==> config.mk <==
export PLATFORM = sky130hd
export DESIGN_NAME = sys_arr_tile_sequencer
export DESIGN_NICKNAME = d
export VERILOG_FILES = /design/src/rtl/sys_arr_pkg.sv /design/src/rtl/sys_arr_out_fifo.sv /design/src/rtl/sys_arr_tile_sequencer.sv
export SDC_FILE = /design/constraint.sdc
export NUM_CORES = 1
export LEC_CHECK = 0
export ABC_AREA = 0
export CELL_PAD_IN_SITES_DETAIL_PLACEMENT = 1
export CELL_PAD_IN_SITES_GLOBAL_PLACEMENT = 1
export CORE_ASPECT_RATIO = 0.7
export CORE_MARGIN = 4
export CORE_UTILIZATION = 47
export DETAILED_ROUTE_END_ITERATION = 7
export PLACE_DENSITY = 0.84
export SLEW_MARGIN = 25
export SYNTH_ARGS = -nofsm -noshare
export SYNTH_HDL_FRONTEND = slang
export SYNTH_SLANG_ARGS = --single-unit
export TNS_END_PERCENT = 1
==> constraint.sdc <==
create_clock -name clk -period 15.2 [get_ports clk]
set_input_delay 3.04 -clock clk [delete_from_list [all_inputs] [get_ports clk]]
set_output_delay 3.04 -clock clk [all_outputs]
set_load 0.01 [all_outputs]
==> src/rtl/sys_arr_pkg.sv <==
// sys_arr_pkg: shared array geometry defaults and the tile sequencer state type.
//   N  - array rows/cols (power of 2, >= 2)
//   DW - element width in bits
package sys_arr_pkg;
    localparam int N  = 4;
    localparam int DW = 8;
    typedef enum logic [1:0] {IDLE, LOAD_W, WAIT_SPACE, LOAD_IN} seq_state_t;
endpackage

==> src/rtl/sys_arr_out_fifo.sv <==
// sys_arr_out_fifo: synchronous FIFO for drained array rows.
//   clk, rst        clock, synchronous active-high reset
//   push, push_data write request and word (dropped when full and not popping)
//   pop, pop_data   read request (ignored when empty) and head word
//   full, empty     occupancy flags
//   count           number of stored words
module sys_arr_out_fifo #(
    parameter int W = 8,
    parameter int DEPTH = 8,
    localparam int AW = DEPTH > 1 ? $clog2(DEPTH) : 1,
    localparam int CW = $clog2(DEPTH + 1)
) (
    input  logic          clk,
    input  logic          rst,
    input  logic          push,
    input  logic [W-1:0]  push_data,
    input  logic          pop,
    output logic [W-1:0]  pop_data,
    output logic          full,
    output logic          empty,
    output logic [CW-1:0] count
);
    logic [W-1:0]  mem [DEPTH];
    logic [AW-1:0] wp, rp;
    logic          do_push, do_pop;

    assign full     = count == CW'(DEPTH);
    assign empty    = count == '0;
    assign do_pop   = pop & ~empty;
    // A pop frees the head slot in the same cycle, so a full FIFO can still accept.
    assign do_push  = push & (~full | do_pop);
    assign pop_data = mem[rp];

    always_ff @(posedge clk)
        if (do_push) mem[wp] <= push_data;

    always_ff @(posedge clk) begin
        if (rst) begin
            wp    <= '0;
            rp    <= '0;
            count <= '0;
        end else begin
            if (do_push) wp <= wp == AW'(DEPTH - 1) ? '0 : wp + 1'b1;
            if (do_pop) rp <= rp == AW'(DEPTH - 1) ? '0 : rp + 1'b1;
            count <= count + CW'(do_push) - CW'(do_pop);
        end
    end
endmodule

==> src/rtl/sys_arr_tile_sequencer.sv <==
// sys_arr_tile_sequencer: sequences weight/input/partial-sum rows onto the systolic array and buffers results.
//   cmd_*       tile command handshake with reuse-weights and use-partials mode bits
//   wt_*/in_*/ps_* row stream handshakes
//   weight_en, input_en, partial_en, row_in_en, row_ps_en, array_in, array_in_partials: registered array drive
//   drained, fifo_has_space, out_en, row_out, array_output: array status and drained rows
//   res_*       result row stream out of the internal FIFO
//   busy        tile in progress, GEMM outstanding or results pending
//   err_overflow sticky: a drained row arrived with the FIFO full and no pop
module sys_arr_tile_sequencer #(
    parameter int N = sys_arr_pkg::N,
    parameter int DW = sys_arr_pkg::DW,
    parameter int OUT_DEPTH = 2 * N,
    parameter int MAX_GEMM = 4,
    localparam int RW = $clog2(N),
    localparam int CW = $clog2(OUT_DEPTH + 1),
    localparam int OW = $clog2(MAX_GEMM + 1)
) (
    input  logic            clk,
    input  logic            rst,
    input  logic            cmd_valid,
    output logic            cmd_ready,
    input  logic            cmd_reuse_w,
    input  logic            cmd_use_ps,
    input  logic            wt_valid,
    output logic            wt_ready,
    input  logic [DW*N-1:0] wt_data,
    input  logic            in_valid,
    output logic            in_ready,
    input  logic [DW*N-1:0] in_data,
    input  logic            ps_valid,
    output logic            ps_ready,
    input  logic [DW*N-1:0] ps_data,
    output logic            weight_en,
    output logic            input_en,
    output logic            partial_en,
    output logic [RW-1:0]   row_in_en,
    output logic [RW-1:0]   row_ps_en,
    output logic [DW*N-1:0] array_in,
    output logic [DW*N-1:0] array_in_partials,
    input  logic            drained,
    input  logic            fifo_has_space,
    input  logic            out_en,
    input  logic [RW-1:0]   row_out,
    input  logic [DW*N-1:0] array_output,
    output logic            res_valid,
    input  logic            res_ready,
    output logic [DW*N-1:0] res_data,
    output logic [RW-1:0]   res_row,
    output logic            res_last,
    output logic            busy,
    output logic            err_overflow
);
    import sys_arr_pkg::*;

    seq_state_t         state;
    logic [RW-1:0]      row;
    logic               use_ps;
    logic [OW-1:0]      outstanding;
    logic [CW-1:0]      credits;
    logic               full, empty;
    logic [CW-1:0]      fifo_count;
    logic [RW+DW*N-1:0] fifo_data;
    logic               beat_w, beat_in, last_row, advance, pop, cap, done_gemm;
    logic               unused_ok;

    assign last_row  = row == RW'(N - 1);
    assign cmd_ready = state == IDLE;
    assign wt_ready  = state == LOAD_W;
    assign beat_w    = wt_ready & wt_valid;
    assign beat_in   = (state == LOAD_IN) & in_valid & (~use_ps | ps_valid);
    assign in_ready  = beat_in;
    assign ps_ready  = beat_in & use_ps;
    // Result space is reserved per tile before inputs flow, so a drained tile always fits.
    assign advance   = (state == WAIT_SPACE) & fifo_has_space & (credits >= CW'(N))
                     & (outstanding < OW'(MAX_GEMM));
    assign res_valid = ~empty;
    assign pop       = res_ready & ~empty;
    assign cap       = out_en & (~full | pop);
    assign done_gemm = cap & (row_out == RW'(N - 1));
    assign res_data  = res_valid ? fifo_data[DW*N-1:0] : '0;
    assign res_row   = res_valid ? fifo_data[RW+DW*N-1 -: RW] : '0;
    assign res_last  = res_valid & (res_row == RW'(N - 1));
    assign busy      = (state != IDLE) | (outstanding != '0) | ~empty;
    // Array drain status is informational only; new tiles are never gated on it.
    assign unused_ok = ^{drained, fifo_count};

    sys_arr_out_fifo #(.W(RW + DW*N), .DEPTH(OUT_DEPTH)) u_fifo (
        .clk(clk),
        .rst(rst),
        .push(out_en),
        .push_data({row_out, array_output}),
        .pop(pop),
        .pop_data(fifo_data),
        .full(full),
        .empty(empty),
        .count(fifo_count)
    );

    always_ff @(posedge clk) begin
        if (rst) begin
            state             <= IDLE;
            row               <= '0;
            use_ps            <= 1'b0;
            outstanding       <= '0;
            credits           <= CW'(OUT_DEPTH);
            err_overflow      <= 1'b0;
            weight_en         <= 1'b0;
            input_en          <= 1'b0;
            partial_en        <= 1'b0;
            row_in_en         <= '0;
            row_ps_en         <= '0;
            array_in          <= '0;
            array_in_partials <= '0;
        end else begin
            weight_en  <= beat_w;
            input_en   <= beat_in;
            partial_en <= beat_in & use_ps;
            if (beat_w | beat_in) begin
                row_in_en <= row;
                array_in  <= beat_w ? wt_data : in_data;
                row       <= row + 1'b1;
            end
            if (beat_in & use_ps) begin
                row_ps_en         <= row;
                array_in_partials <= ps_data;
            end
            outstanding <= outstanding + OW'(beat_in & last_row) - OW'(done_gemm);
            credits     <= credits - (advance ? CW'(N) : CW'(0)) + CW'(pop);
            if (out_en & full & ~pop) err_overflow <= 1'b1;
            case (state)
                IDLE: if (cmd_valid) begin
                    use_ps <= cmd_use_ps;
                    state  <= cmd_reuse_w ? WAIT_SPACE : LOAD_W;
                end
                LOAD_W:     if (beat_w & last_row) state <= WAIT_SPACE;
                WAIT_SPACE: if (advance) state <= LOAD_IN;
                LOAD_IN:    if (beat_in & last_row) state <= IDLE;
                default:    state <= IDLE;
            endcase
        end
    end
endmodule
==> flow_summary_export.csv, run 1 <==
group,metric,value,unit
critical_path,reg2reg_depth,12,
route,drc,0,
route,wl_per_cell,22.5,um
critical_path,cpPeakStageDelay,0.67,ns
route,vias_per_cell,5.41,
pwr,power.switching,744,uW
sta,period_share,0.540,
route,drt_iter0_markers,495,
place,hpwl,22.7,mm
sta,hold_ws,0.452,ns
pwr,power.total,2740,uW
sta,finalMaxSlewViolations,0,
critical_path,worstPathBufferInverterCount,4,
critical_path,r2r-start,"u_fifo.count[1]",
pwr,leakage,0.00605,uW
yosys,synth_top_area_frac,0.563,
clock_network,cts_sinks,369,
clock_network,insertion_delay,0.53,ns
route,num_vias,8834,
grt,grtUsageMet2,0.385,
sta,setup_viol,0,
grt,gr-usage-met3,0.0334,
clock_network,cts_buffer_depth,3,
cells_and_area,synthToLayoutAreaGrowth,27.8,%
clock_network,cts_resized,0,
critical_path,worst_path_dominant_cell_family,"buffers and inverters",
status,status,"finished clean",
clock_network,cts_buffers,37,
pwr,p_clk_frac,0.313,
grt,grt_max_degree,94,
clock_network,cts-root-buf,"clkbuf_16",
critical_path,startpoint_type,"input port",
sta,worstMarginPinSlew,1.04,ns
route,firstDrtPassIters,5,
critical_path,crit_top_cell,"clkdlybuf4s50_1",
clock_network,cts_setup_buffers,0,
cells_and_area,final_layout_size_suffix_gt1_frac,0.122,
pwr,vdd_drop_max,0.000127,V
critical_path,worstPathRequired,12.16,ns
die,die_area,0.0338,mm^2
die,die_w,218,um
sta,setup-tns-final,0,ns
critical_path,worstSetupEndpoint,"ps_ready",
cells_and_area,final_cell_mix,"edfxtp_1 (272), clkdlybuf4s50_1 (252), nand2_1 (148), dfxtp_1 (94), nor2_1 (78)",
critical_path,cp_num_cells,5,
place,dpl.cell_count,1568,
pwr,cellPowerDensity,148,mW/mm^2
yosys,synth_top_area_cell,"edfxtp_1",
clock_network,clkTransAtPathRegs,0.06,ns
yosys,synth_area_leaders,"edfxtp_1 (56%), dfxtp_1 (13%), mux4_2 (9.9%), nand2_1 (3.9%), mux2i_1 (2.5%)",
sta,maxSlewHeadroom,0.307,
run,drv_cap,0,
grt,grt_pass1_vias,9639,
grt,antenna_found_initial,1,
route,route.antenna.remaining_nets,0,
die,pin_count,255,
place,place_congestion,0.761,
critical_path,criticalPathCategory,"in2out",
yosys,ys_seq_area_frac,0.697,
route,wirelength,36.7,mm
cells_and_area,layout_commonest_cell,"edfxtp_1",
yosys,netlist_instances,944,
die,die_y,155,um
die,initial_core_util,0.480,
place,port_buffers,253,
clock_network,htreeDepth,2,
cells_and_area,fillers,2872,
pwr,internal_power,1990,uW
yosys,synth_nets,1111,
cells_and_area,antenna_cells,0,
critical_path,arrival,5.16,ns
yosys,ys_warn_count,0,
sta,rsz0062_at_grt,"false",
die,core_area,0.0302,mm^2
yosys,synthesis.area,0.0145,mm^2
yosys,ys_ff_latch,369,
pwr,p_seq_frac,0.439,
grt,busiest_layer,"met2",
sta,clock_skew,0.0203,ns
clock_network,cts_tree,"yes",
cells_and_area,stdcell_count,1633,
hold_path,hold_path_class,"reg2reg",
yosys,syn_avg_cell_area,15.4,um^2
yosys,yosysUniqueCellTypes,44,
critical_path,end_kind,"output port",
critical_path,cp_max_fo,35,
grt,overflow,0,
grt,grt_pass1_wl,56.1,mm
grt,grt_util_met1,0.278,
pwr,combPwrFrac,0.248,
critical_path,crit_path_start,"in_valid",
sta,fin_crit,8.20,ns
pwr,sw_frac_of_total,0.272,
sta,max_freq,0.122,GHz
die,num_rows,53,
hold_path,min_from,"array_in_partials[3]",
critical_path,cp_cell_sequence,"clkdlybuf4s50_1, nand4_1, buf_4, inv_2, clkdlybuf4s50_1",
critical_path,r2r_slack,11.99,ns
grt,track_usage,0.217,
clock_network,cts_hold_buffers,0,
sta,report.final.hold_viol_count,0,
critical_path,slowest_stage,"clkdlybuf4s50_1",
critical_path,worstReg2RegEnd,"u_fifo.count[2]",
cells_and_area,final_nets,1362,
metrics by stage:
stage | instance area (um^2) | utilization | setup WS (ns)
2_1_floorplan | 14500 | - | 7.94
3_3_place_gp | 17400 | 0.576 | 7.04
3_5_place_dp | 17400 | 0.576 | 7.00
4_1_cts | 18500 | 0.613 | 7.00
5_1_grt | 18500 | 0.613 | 6.92
6_report | 18500 | 0.613 | 7.00
registers in the layout (all words and copies together), names as in the netlist, 3 cells and up, named ones only:
register,flops
outstanding,3
u_fifo.rp,3
u_fifo.wp,3
u_fifo.count,4
array_in_partials,32
u_fifo.mem,272
credits,4
array_in,32
cell usage after synthesis (all sizes together):
library cell,number
and3b,1
nor4,1
nor2,81
inv,24
or3,3
edfxtp,272
nand3,6
mux4,68
a41oi,1
o21ai,4
xor2,2
dfxtp,97
xnor2,5
a311oi,32
clkbuf,33
a21oi,47
a211oi,1
and3,1
a31oi,2
and2,3
nand3b,2
nand2b,6
nand4,3
or3b,1
ha,23
nand2,149
nor3b,1
fa,2
nor2b,5
and4,1
a31o,2
a21o,1
buf,23
mux2i,36
nor3,5
metal layers:
layer  vias to the layer above  share of wire
met3                        66          0.043
met5                         -        0.00019
li1                       4030              -
met1                      4499           0.41
met2                       237           0.52
met4                         2          0.027
power by group through the flow:
stage	logic (uW)	clock network, uW	registers, uW
6_report	679	856	1200
5_1_grt	735	929	1210
4_1_cts	690	879	1200
3_5_place_dp	686	0	1220
3_3_place_gp	663	0	1220
2_1_floorplan	388	0	1210
worst reg2reg max path: stages (launching register included):
cell	delay (ns)
dfxtp_1	0.36
nor2_1	0.23
and2_2	0.89
inv_2	0.07
nand2_1	0.27
inv_2	0.09
ha_1	0.27
inv_1	0.06
ha_1	0.20
inv_1	0.07
fa_1	0.38
xor2_1	0.14
nor2_1	0.05
cells by family after synthesis:
logic type | Yosys count | synth area share
and+or+nand+nor | 269 | 0.0765
DFF | 369 | 0.697
buffers and inverters | 80 | 0.0275
muxes | 104 | 0.131
AOI/OAI and AO/OA | 90 | 0.0406
adders and majority gates | 25 | 0.0226
xor gates and xnor gates | 7 | 0.00423
worst min-delay path by stage:
stage / endpoint / cells after the start / slack, ns
2_1_floorplan: register / 2 / 0.45
3_3_place_gp: array_in_partials[27] / 2 / 0.44
3_5_place_dp: array_in_partials[3] / 2 / 0.45
4_1_cts: array_in_partials[3] / 2 / 0.46
5_1_grt: array_in_partials[14] / 2 / 0.47
6_report: array_in_partials[3] / 2 / 0.45
cell type report:
class                   instances  area [um^2]  share of cell area
flip-flops and latches        369        10100               0.546
clock inverters                14          101             0.00547
multi-input cells             495         4050               0.218
well taps                     412          515              0.0278
clock buffers                  51         1020              0.0550
inverters                      24         90.1             0.00486
repair buffers                268         2650               0.143
(Power assumes the default switching activity.)
==> run 2: changes to the inputs <==
--- a/config.mk
+++ b/config.mk
@@ -10,9 +10,9 @@
 export CELL_PAD_IN_SITES_GLOBAL_PLACEMENT = 1
 export CORE_ASPECT_RATIO = 0.7
 export CORE_MARGIN = 4
-export CORE_UTILIZATION = 47
+export CORE_UTILIZATION = 39
 export DETAILED_ROUTE_END_ITERATION = 7
-export PLACE_DENSITY = 0.84
+export PLACE_DENSITY = 0.74
 export SLEW_MARGIN = 25
 export SYNTH_ARGS = -nofsm -noshare
 export SYNTH_HDL_FRONTEND = slang
==> constraint.sdc (replaced) <==
create_clock -name clk -period 7.3 [get_ports clk]
set_input_delay 1.46 -clock clk [delete_from_list [all_inputs] [get_ports clk]]
set_output_delay 1.46 -clock clk [all_outputs]
set_load 0.01 [all_outputs]
==> flow_summary_export.csv, run 2 (synthesis results as in run 1) <==
group,metric,value,unit
status,status,"finished clean",
grt,grt_pass1_vias,9683,
cells_and_area,final_layout_size_suffix_gt1_frac,0.127,
cells_and_area,fillers,3541,
clock_network,cts_buffers,37,
critical_path,arrival,3.66,ns
critical_path,worstSetupEndpoint,"in_ready",
die,core_area,0.0363,mm^2
critical_path,cpPeakStageDelay,0.66,ns
place,hpwl,23.0,mm
critical_path,startpoint_type,"input port",
sta,worstMarginPinSlew,0.900,ns
sta,layout_setup_ws,2.18,ns
critical_path,crit_path_start,"ps_valid",
clock_network,htreeDepth,2,
clock_network,cts_buffer_depth,3,
route,wirelength,36.8,mm
grt,grt_util_met1,0.239,
pwr,leakage,0.00612,uW
sta,clock_skew,0.0235,ns
route,drc,0,
critical_path,criticalPathCategory,"in2out",
route,drt_iter0_markers,522,
clock_network,cts_setup_buffers,0,
pwr,vdd_drop_max,0.000143,V
critical_path,cp_cell_sequence,"clkdlybuf4s50_1, nand2b_1, nand3_2, buf_4, inv_2, clkdlybuf4s50_1",
grt,track_usage,0.181,
pwr,cellPowerDensity,315,mW/mm^2
critical_path,cp_max_fo,38,
place,place_congestion,0.744,
die,pin_count,255,
grt,antenna_found_initial,2,
pwr,power.total,5920,uW
die,initial_core_util,0.400,
clock_network,clkTransAtPathRegs,0.06,ns
cells_and_area,final_nets,1364,
place,port_buffers,253,
cells_and_area,final_cell_mix,"edfxtp_1 (272), clkdlybuf4s50_1 (252), nand2_1 (148), dfxtp_1 (94), nor2_1 (78)",
route,wl_per_cell,21.5,um
grt,grtUsageMet2,0.312,
sta,period_share,0.701,
sta,fin_crit,5.12,ns
grt,busiest_layer,"met2",
critical_path,crit_top_cell,"clkdlybuf4s50_1",
clock_network,cts-root-buf,"clkbuf_16",
route,firstDrtPassIters,4,
place,dp_slack,2.15,ns
place,place_area,0.0175,mm^2
route,vias_per_cell,5.15,
sta,max_freq,0.195,GHz
critical_path,cp_num_cells,6,
die,die_w,238,um
die,die_area,0.0404,mm^2
cells_and_area,largest_register_ffs,272,
clock_network,cts_tree,"yes",
die,die_y,169,um
critical_path,worst_path_dominant_cell_family,"buffers and inverters",
grt,overflow,0,
clock_network,insertion_delay,0.54,ns
grt,grt_pass1_wl,57.0,mm
cells_and_area,fin_area,0.0188,mm^2
hold_path,hold_path_class,"reg2reg",
grt,gr-usage-met3,0.0338,
clock_network,cts_resized,0,
critical_path,worstReg2RegEnd,"outstanding[2]",
cells_and_area,synthToLayoutAreaGrowth,29.7,%
clock_network,cts_sinks,369,
critical_path,slowest_stage,"clkdlybuf4s50_1",
sta,rsz0062_at_grt,"false",
critical_path,worstPathRequired,5.84,ns
cells_and_area,regMostFlops,"u_fifo.mem",
cells_and_area,top_regs,"u_fifo.mem x272, array_in x32, array_in_partials x32",
critical_path,end_kind,"output port",
route,route.antenna.remaining_nets,0,
grt,grt_max_degree,94,
route,num_vias,8785,
cells_and_area,layout_commonest_cell,"edfxtp_1",
sta,report.final.hold_viol_count,0,
critical_path,r2r_slack,4.17,ns
cells_and_area,utilization,0.519,
die,num_rows,58,
critical_path,worstPathBufferInverterCount,4,
sta,maxSlewHeadroom,0.396,
critical_path,reg2reg_depth,12,
clock_network,cts_hold_buffers,0,
sta,setup-tns-final,0,ns
sta,setup_viol,0,
run,drv_cap,0,
sta,finalMaxSlewViolations,0,
hold_path,min_path_cells,2,
critical_path,r2r-start,"state[1]",
## run 2: cell type report
class                      instances  area, um^2  share of cell area
tap                              480         601              0.0319
antenna                            2        5.00            0.000266
multi-input combinational        495        4060               0.216
clock inverter                    22         282              0.0150
timing repair buffer             270        2670               0.142
sequential                       369       10100               0.538
clock buffer                      45         987              0.0525
inverter                          24        90.1             0.00479
## run 2: routing by layer
layer  vias to the layer above  share of wire
li1                       4036              -
met1                      4503           0.43
met2                       186           0.51
met3                        58          0.042
met4                         2          0.024
met5                         -        0.00030
## run 2: worst min-delay path by stage
stage                          startpoint               endpoint
global placement    array_in_partials[16]  array_in_partials[16]
floorplan                    u_fifo.rp[1]               register
CTS                 array_in_partials[19]  array_in_partials[19]
detailed placement  array_in_partials[19]  array_in_partials[19]
global route        array_in_partials[29]  array_in_partials[29]
finish              array_in_partials[19]  array_in_partials[19]
## run 2: metrics by stage
stage	cells	hold slack [ns]
floorplan	944	0.450
global placement	1637	0.442
detailed placement	1638	0.449
CTS	1705	0.454
global route	1706	0.484
finish	1707	0.454
## run 2: report_power, final
group	total [uW]	internal, uW	leakage [uW]	switching (uW)
Combinational	1420	738	0.00225	682
Sequential	2520	2410	0.00326	111
Clock	1980	1180	0.000614	795
## run 2: worst reg2reg max path: cells and delay by family, from the launching register on
| kind | cells | cell delay [ns] |
|---|---|---|
| xor+xnor | 2 | 0.35 |
| fa+ha+maj | 4 | 1.10 |
| buf+inv | 3 | 0.88 |
| flops | 1 | 0.39 |
| simple gates | 3 | 0.26 |
